### src/rtl/mac_sched.sv
// mac_sched: round-robin I/Q scheduler that sequences the shared MAC through NTAPS taps per sample.
module mac_sched #(
  parameter int NTAPS = 4,
  parameter int AW    = 4
) (
  input  logic          clk,
  input  logic          reset,
  input  logic          en,
  input  logic [1:0]    req,
  output logic [AW-1:0] tap_addr,
  output logic          mac_ch,
  output logic          mac_clr,
  output logic          mac_en,
  output logic [1:0]    done,
  output logic          busy,
  output logic [1:0]    overrun
);
  typedef enum logic [1:0] {IDLE, RUN, FLUSH} state_e;
  localparam logic [AW-1:0] LAST_TAP = AW'(NTAPS - 1);
  state_e        state_q, state_d;
  logic [AW-1:0] tap_q, tap_d;
  logic          ch_q, ch_d, last_q, last_d, gnt, gnt_ch;
  logic [1:0]    pend_q, pend_d, ovr_q, ovr_d;
  always_ff @(posedge clk) begin
    if (reset) begin
      state_q <= IDLE;
      tap_q   <= '0;
      ch_q    <= 1'b0;
      last_q  <= 1'b1;
      pend_q  <= '0;
      ovr_q   <= '0;
    end else begin
      state_q <= state_d;
      tap_q   <= tap_d;
      ch_q    <= ch_d;
      last_q  <= last_d;
      pend_q  <= pend_d;
      ovr_q   <= ovr_d;
    end
  end
  // a fresh request on the granting edge re-arms pend (set beats clear)
  always_comb begin
    gnt     = en && state_q == IDLE && |pend_q;
    gnt_ch  = &pend_q ? ~last_q : pend_q[1];
    pend_d  = en ? req | (pend_q & ~(gnt ? (gnt_ch ? 2'b10 : 2'b01) : 2'b00)) : pend_q;
    ovr_d   = ovr_q | (en ? req & pend_q : 2'b00);
    state_d = state_q;
    tap_d   = tap_q;
    ch_d    = ch_q;
    last_d  = last_q;
    if (en)
      case (state_q)
        IDLE: if (gnt) begin
          state_d = RUN;
          tap_d   = '0;
          ch_d    = gnt_ch;
          last_d  = gnt_ch;
        end
        RUN: begin
          state_d = tap_q == LAST_TAP ? FLUSH : RUN;
          tap_d   = tap_q == LAST_TAP ? '0 : tap_q + AW'(1);
        end
        default: state_d = IDLE;
      endcase
  end
  assign tap_addr = tap_q;
  assign mac_ch   = ch_q;
  assign busy     = state_q != IDLE;
  assign mac_en   = state_q == RUN && en;
  assign mac_clr  = state_q == RUN && tap_q == '0 && en;
  assign done     = state_q == FLUSH && en ? (ch_q ? 2'b10 : 2'b01) : 2'b00;
  assign overrun  = ovr_q;
endmodule

### config.mk
export PLATFORM = sky130hd
export DESIGN_NAME = mac_sched
export DESIGN_NICKNAME = d
export VERILOG_FILES = /design/src/rtl/mac_sched.sv
export SDC_FILE = /design/constraint.sdc
export NUM_CORES = 1
export LEC_CHECK = 0
export CAP_MARGIN = 20
export CORE_MARGIN = 1
export CORE_UTILIZATION = 43
export CTS_BUF_LIST = sky130_fd_sc_hd__clkbuf_8
export DETAILED_ROUTE_END_ITERATION = 10
export GPL_ROUTABILITY_DRIVEN = 0
export PLACE_DENSITY = 0.75
export SLEW_MARGIN = 10
export SYNTH_ARGS = -nofsm -noshare
export SYNTH_HDL_FRONTEND = slang
export SYNTH_SLANG_ARGS = --single-unit
### constraint.sdc
create_clock -name clk -period 1.4 [get_ports clk]
set_clock_uncertainty 0.15 [all_clocks]
set_input_delay 0.14 -clock clk [delete_from_list [all_inputs] [get_ports clk]]
set_output_delay 0.14 -clock clk [all_outputs]
set_load 0.005 [all_outputs]
## Word level (Yosys, flattened, before mapping)

Cells that the tools add are included.

- Add/subtract/negate cells: 1
- Bitwise operators: 6
- Mux-type cells: 12
- Reduce and logical (&&, ||, !) cells: 15
- Eq/ne operators: 4

Operator list:

| kind | number |
|---|---|
| $mux 2 | 7 |
| $mux 4 | 2 |
| $pmux 4 s2 | 1 |
| $logic_and 1x1->1 | 6 |
| $reduce_and 3->1 | 2 |
| $add 4x1->4 const B | 1 |
| $and 2x2->2 | 2 |
| $eq 4x2->1 const B | 1 |
| $logic_not 4->1 | 1 |
| $or 2x2->2 | 2 |
| $pmux 2 s2 | 1 |
| $reduce_and 2->1 | 2 |
| $reduce_bool 2->1 | 2 |
| $eq 2x1->1 const B | 1 |
| $eq 2x2->1 const B | 1 |
| $logic_not 2->1 | 1 |
| $ne 2x2->1 const B | 1 |
| $not 2->2 | 1 |
| $reduce_or 2->1 | 1 |
| $mux 1 | 1 |
| $not 1->1 | 1 |

- Register bits after elaboration: 12
- Bits of input ports: 5
- Word-level logic and storage cells: 44

## Depth between registers and ports, before layout

Gate-level depths: netlist of run 1.

- Depth after elaboration: 7
- Mapped depth: 5
- Depth with buffers taken out: 4

## Worst setup path after synthesis of run 1

No wires, ideal clock.

- Kind: reg-to-reg
- Start point: reg state_q[1]
- End point: reg last_q
- Slack: -0.059 ns
- Path buffers: 0
- Stages on the path, launching flop included: 4
- Required time: 1.128 ns
- Arrival time: 1.187 ns
- Path through: dfxtp_1 > nand2b_4 > or3_1 > a221o_1

- Word-level cells in the longest chain between the ends: 4

Ends and longest elaborated chain:

| what | line | source |
|---|---|---|
| start: declaration | 20 | `state_e state_q, state_d;` |
| start signal: assignment | 33 | `state_q <= state_d;` |
| $logic_not 2->1 * | 43, 52 |  |
| $logic_and 1x1->1 (2 in series) | 43 | `gnt = en && state_q == IDLE && \|pend_q;` |
| $reduce_and 3->1 (no source line) * | -- |  |
| end signal: assignment | 36 | `last_q <= last_d;` |
| end: declaration | 22 | `logic ch_q, ch_d, last_q, last_d, gnt, gnt_ch;` |

Every way passes the cells marked *; elsewhere a longest branch is shown, timed or not.
A chain may end at the register's enable or synchronous reset.

## Worst setup path after layout of run 1

- Start point: reg state_q[1]
- End point: out mac_clr

- Word-level cells in the longest chain between the ends: 3

Ends and longest elaborated chain:

| what | line | source |
|---|---|---|
| $eq 2x1->1 | 70 | `assign mac_clr = state_q == RUN && tap_q == '0 && en;` |
| $logic_and 1x1->1 (2 in series) | 70 |  |
| end: declaration | 12 | `output logic mac_clr,` |

No other way between the ends.

==> reports/metrics.yaml, run 1 <==
status:
  outcome: "finished with violations"
  violations: "negative setup slack"
critical_path:
  r2r-end: "last_q$_SDFFE_PP1P_"
  r2r_slack_ns: -0.10
  start_kind: "register"
  cp.required_ns: 1.11
  r2r-start: "state_q[1]$_SDFFE_PP0P_"
  r2r_cells: 4
  worstSetupEndpointType: "primary output"
  crit_fanout: 3
  arrival_ns: 1.23
  crit_type: "reg -> out"
synthesis:
  synth_area_leader_cell: "dfxtp_1"
  async_flop_share: 0
  synthCells: 71
  synth_cell_types: 33
  synth_edf_count: 0
  yosys_warnings: 0
  post-synth-top-area-fraction: 0.383
  synth_ff_type: "dfxtp_1"
  synth_area_leaders: "dfxtp_1 (38%), nor2_1 (4.2%), a21oi_1 (4.0%)"
  avgSynthCellArea_um2: 8.83
  ys_top_cells_by_count: "dfxtp_1 (12), nor2_1 (7), a21oi_1 (5), inv_1 (5), a31oi_1 (4)"
  ys_seq_elements: 12
  ys_seq_area_frac: 0.383
  syn_nets: 78
  yosys.cell_count.top_type: "dfxtp_1"
  netlist_area_um2: 627
clock_network:
  cts_root_buf: "clkbuf_8"
  numCtsBuffers: 3
  clock_path_buffers: 2
  h-tree-depth: 1
  clk_pin_slew_ns: 0.06
  cts_tree: "built"
  cts.sinks: 12
  clock_latency_ns: 0.25
placement:
  io_buffers: 16
  placedCellCount: 119
  placed_area_um2: 943
  hpwl_um: 1250
floorplan:
  fp.dieH_um: 40.2
  rows: 13
  core_area_um2: 1330
  start_util: 0.470
  die_x_um: 40.2
  floorplan.die_area_um2: 1610
  io_pins: 17
finish:
  nFillCells: 74
  fin_cells: 127
  finalInstanceArea_um2: 1110
  n_antenna_cell: 0
  area_growth_pct: 77.8
  fin_nets: 120
  layout-drive-gt1-share: 0.491
pwr:
  irDropWorstVdd_uv: 671
  powerDensity_nw_per_um2: 851
  finalPower_uw: 949
  p_leak_uw: 0.000517
sta:
  slew_violations: 0
  post-route-period-util: 1.08
  fin_setup_tns_ns: -0.297
  post-route-min-period_ns: 1.52
  max_slew.worst_pin.slew_ns: 0.277
  hold_viol: 0
  slew_headroom: 0.814
  fin_ws_ns: -0.116
  setup_viol: 5
  rsz0062_at_grt: "yes"
  fmax_ghz: 0.660
global_routing:
  grt_pass1_vias: 695
  grt_max_degree: 10
  antenna_found_initial: 0
  grt_util_all_layers: 0.290
  grt_pass1_wl_um: 2970
  grt-ovfl-total: 0
job:
  cap_violations: 0
route:
  routed_wl_um: 2080
  vias: 758
  vias_per_cell: 5.97
  drc: 0
  first_pass_iters: 4
  drt_iter0_drc: 40
  drtAntennaViolNets: 0
  avgRoutedWirePerCell_um: 16.3
min_path:
  holdPathStages: 2
  hp-class: "reg -> reg"
  hold_start: "overrun[0]$_SDFF_PP0_"
  hold_end: "overrun[0]$_SDFF_PP0_"
-- metal layers --
metal,part of all wire,wire [um],vias up,track usage
met5,0,0,-,0
met4,0.047,98,0,0.200
met3,0.086,178,14,0.0722
met2,0.46,959,41,0.448
met1,0.40,840,363,0.349
li1,-,-,340,-
-- flip-flops by register name (all words and copies together) (netlist names) --
signal and count:
state_q 2, mac_ch 1, last_q 1, tap_addr 4
pend_q 2, overrun 2
-- final cells by class --
type | instances | area [um^2] | share of cell area
flip-flops and latches | 12 | 249 | 0.223
clock buffers | 4 | 55.1 | 0.0494
inverters | 5 | 18.8 | 0.0168
repair buffers | 40 | 360 | 0.323
multi-input cells | 51 | 413 | 0.370
well taps | 15 | 18.8 | 0.0168
-- worst max-delay path by stage --
stage / to / startpoint
2_1_floorplan: last_q$_SDFFE_PP1P_ / state_q[1]$_SDFFE_PP0P_
6_report: mac_clr / state_q[1]$_SDFFE_PP0P_
5_1_grt: mac_clr / state_q[1]$_SDFFE_PP0P_
3_5_place_dp: mac_clr / en
4_1_cts: mac_clr / state_q[1]$_SDFFE_PP0P_
3_3_place_gp: mac_clr / en
-- metrics by stage --
step	hold WS [ns]	setup WS, ns	utilization
after CTS	0.322	-0.0924	0.808
after global routing	0.351	-0.155	0.836
final	0.318	-0.116	0.836
after detailed placement	0.309	-0.370	0.707
after floorplan	0.0687	0.0281	-
after global placement	0.297	-0.347	0.707
-- cells in the final DEF, fill, tap and decap left out, types with 5 or more instances in the layout --
cell / Yosys / layout
buf_4: 0 / 15
a21oi_1: 5 / 5
nor2_1: 7 / 7
dfxtp_1: 12 / 7
dlygate4sd2_1: 0 / 5
buf_6: 1 / 11
-- cells by family (layout without fill, tap and decap cells) --
| group | count (synthesis) | after routing | synth area share |
|---|---|---|---|
| AOI/OAI and AO/OA | 19 | 19 | 0.208 |
| adders and majority gates | 2 | 2 | 0.0399 |
| buffers and inverters | 8 | 49 | 0.0619 |
| DFF | 12 | 12 | 0.383 |
| and+or+nand+nor | 30 | 30 | 0.307 |
-- report_power, final --
part	switching, uW	leakage [uW]	internal (uW)
registers	12.8	0.000100	356
clock network	144	0.0000288	249
logic	81.0	0.000388	107
-- repair_timing --
| item | CTS | global route |
|---|---|---|
| pin swaps | 2 | 5 |
| setup endpoints to repair | 16 | 14 |
| hold buffers | 0 | 0 |
| setup buffers | 5 | 1 |
| gates resized for setup | 40 | 15 |
| endpoints found under the hold margin | 0 | 0 |
-- worst max-delay path: stages, from the launching register on --
cell	delay (ns)
dfxtp_2	0.33
nand3b_1	0.21
inv_2	0.09
buf_6	0.09
and3_4	0.17
buf_6	0.09
(Power assumes the default switching activity.)
==> run 2: changes to the inputs <==
==> constraint.sdc (replaced) <==
create_clock -name clk -period 1.2 [get_ports clk]
set_clock_uncertainty 0.15 [all_clocks]
set_input_delay 0.12 -clock clk [delete_from_list [all_inputs] [get_ports clk]]
set_output_delay 0.12 -clock clk [all_outputs]
set_load 0.005 [all_outputs]
==> reports/metrics.yaml, run 2 (synthesis results as in run 1) <==
status:
  outcome: "finished with violations"
  violations: "negative setup slack"
floorplan:
  io_pins: 17
  die_x_um: 40.2
  start_util: 0.470
  floorplan.die_area_um2: 1610
  core_area_um2: 1330
  rows: 13
  fp.dieH_um: 40.2
sta:
  rsz0062_at_grt: "yes"
  post-route-min-period_ns: 1.55
  slew_headroom: 0.805
  slew_violations: 0
  fin_setup_tns_ns: -3.04
  hold_viol: 0
  setup_viol: 15
  holdWs_ns: 0.338
  fmax_ghz: 0.644
  max_slew.worst_pin.slew_ns: 0.290
  post-route-period-util: 1.29
  fin_ws_ns: -0.352
critical_path:
  cp.required_ns: 1.22
  path_buf_inv: 3
  critPathSlowestCell: "dfxtp_4"
  cpPeakStageDelay_ns: 0.34
  r2r-end: "tap_addr[0]$_SDFFE_PP0P_"
  crit_fanout: 3
  critical_path.top_delay_family: "buffers and inverters"
  start_kind: "register"
  r2r_cells: 6
  cp_common_cell: "buf_4"
  worstSetupEndpointType: "register"
  crit_type: "reg -> reg"
  r2r_slack_ns: -0.35
  cp_cell_sequence: "buf_6, nand3b_1, buf_4, buf_4, a211o_1, a21oi_2"
  r2r-start: "state_q[1]$_SDFFE_PP0P_"
  arrival_ns: 1.57
finish:
  fin_nets: 125
  area_growth_pct: 93.4
  n_antenna_cell: 0
  fin_cells: 132
  largest_reg_flops: 4
  most-common-layout-cells: "buf_4 (20), buf_6 (13), nor2_1 (6), dlygate4sd2_1 (5), dfxtp_1 (5)"
  nFillCells: 57
  layout-drive-gt1-share: 0.615
  seq_area_um2: 259
  final_common_cell: "buf_4"
  multi_input_area_um2: 470
job:
  cap_violations: 0
route:
  drtAntennaViolNets: 0
  routed_wl_um: 2690
  vias_per_cell: 5.86
  drt_iter0_drc: 14
  vias: 773
  drc: 0
  avgRoutedWirePerCell_um: 20.4
  first_pass_iters: 4
min_path:
  hold_start: "overrun[0]$_SDFF_PP0_"
  hp-class: "reg -> reg"
  hold_end: "overrun[0]$_SDFF_PP0_"
  holdPathStages: 2
global_routing:
  grt_max_degree: 10
  grt-ovfl-total: 0
  antenna_found_initial: 0
  grt_util_all_layers: 0.276
  grt_pass1_vias: 666
  grt_pass1_wl_um: 2870
clock_network:
  cts_root_buf: "clkbuf_8"
  h-tree-depth: 1
  clock_latency_ns: 0.24
  cts.sinks: 12
  hold_buffers: 0
  clk_pin_slew_ns: 0.06
  numCtsBuffers: 3
  clock_path_buffers: 2
  cts_tree: "built"
placement:
  placedCellCount: 120
  hpwl_um: 1210
  io_buffers: 16
pwr:
  irDropWorstVdd_uv: 808
  finalPower_uw: 1110
  powerDensity_nw_per_um2: 919
  p_leak_uw: 0.000514
-- run 2: how the worst max path moves through the flow --
stage	start	end	cells after the start
after detailed placement	en	last_q$_SDFFE_PP1P_	5
after global routing	state_q[1]$_SDFFE_PP0P_	tap_addr[3]$_SDFFE_PP0P_	5
final	state_q[1]$_SDFFE_PP0P_	tap_addr[0]$_SDFFE_PP0P_	6
after floorplan	state_q[1]$_SDFFE_PP0P_	last_q$_SDFFE_PP1P_	3
after CTS	state_q[1]$_SDFFE_PP0P_	last_q$_SDFFE_PP1P_	4
after global placement	en	last_q$_SDFFE_PP1P_	5
-- run 2: power by group --
| group | internal, uW | total (uW) | switching (uW) |
|---|---|---|---|
| logic | 129 | 245 | 116 |
| registers | 410 | 425 | 15.0 |
| clock network | 290 | 444 | 155 |
| total | 828 | 1110 | 286 |
-- run 2: metrics by stage --
step	cell area [um^2]	utilization	setup slack [ns]
global route	1210	0.909	-0.384
CTS	1090	0.814	-0.287
detailed placement	977	0.733	-0.520
finish	1210	0.909	-0.352
global placement	977	0.733	-0.520
floorplan	667	-	-0.171
-- run 2: area by class of cell --
class,count,share of cell area
timing repair buffer,45,0.322
sequential,12,0.214
inverter,5,0.0155
clock buffer,4,0.0454
tap,15,0.0155
multi-input combinational,51,0.388
-- run 2: what timing repair did --
action | CTS | global route
buffers inserted | 4 | 4
gates resized for setup | 45 | 28
endpoints found under the setup margin | 22 | 17
pin swaps | 7 | 11
cloned | 0 | 0
-- run 2: per-layer routing --
| layer | vias to the layer above | track usage | part of all wire |
|---|---|---|---|
| met5 | - | 0 | 0 |
| met1 | 379 | 0.322 | 0.39 |
| met4 | 0 | 0.0750 | 0.028 |
| met3 | 8 | 0.0833 | 0.062 |
| li1 | 352 | - | - |
| met2 | 34 | 0.484 | 0.52 |
-- run 2: worst min-delay path: stages (launching register included) --
cell     delay [ns]
dfxtp_1        0.33
a31oi_1        0.05
nor2_1         0.08
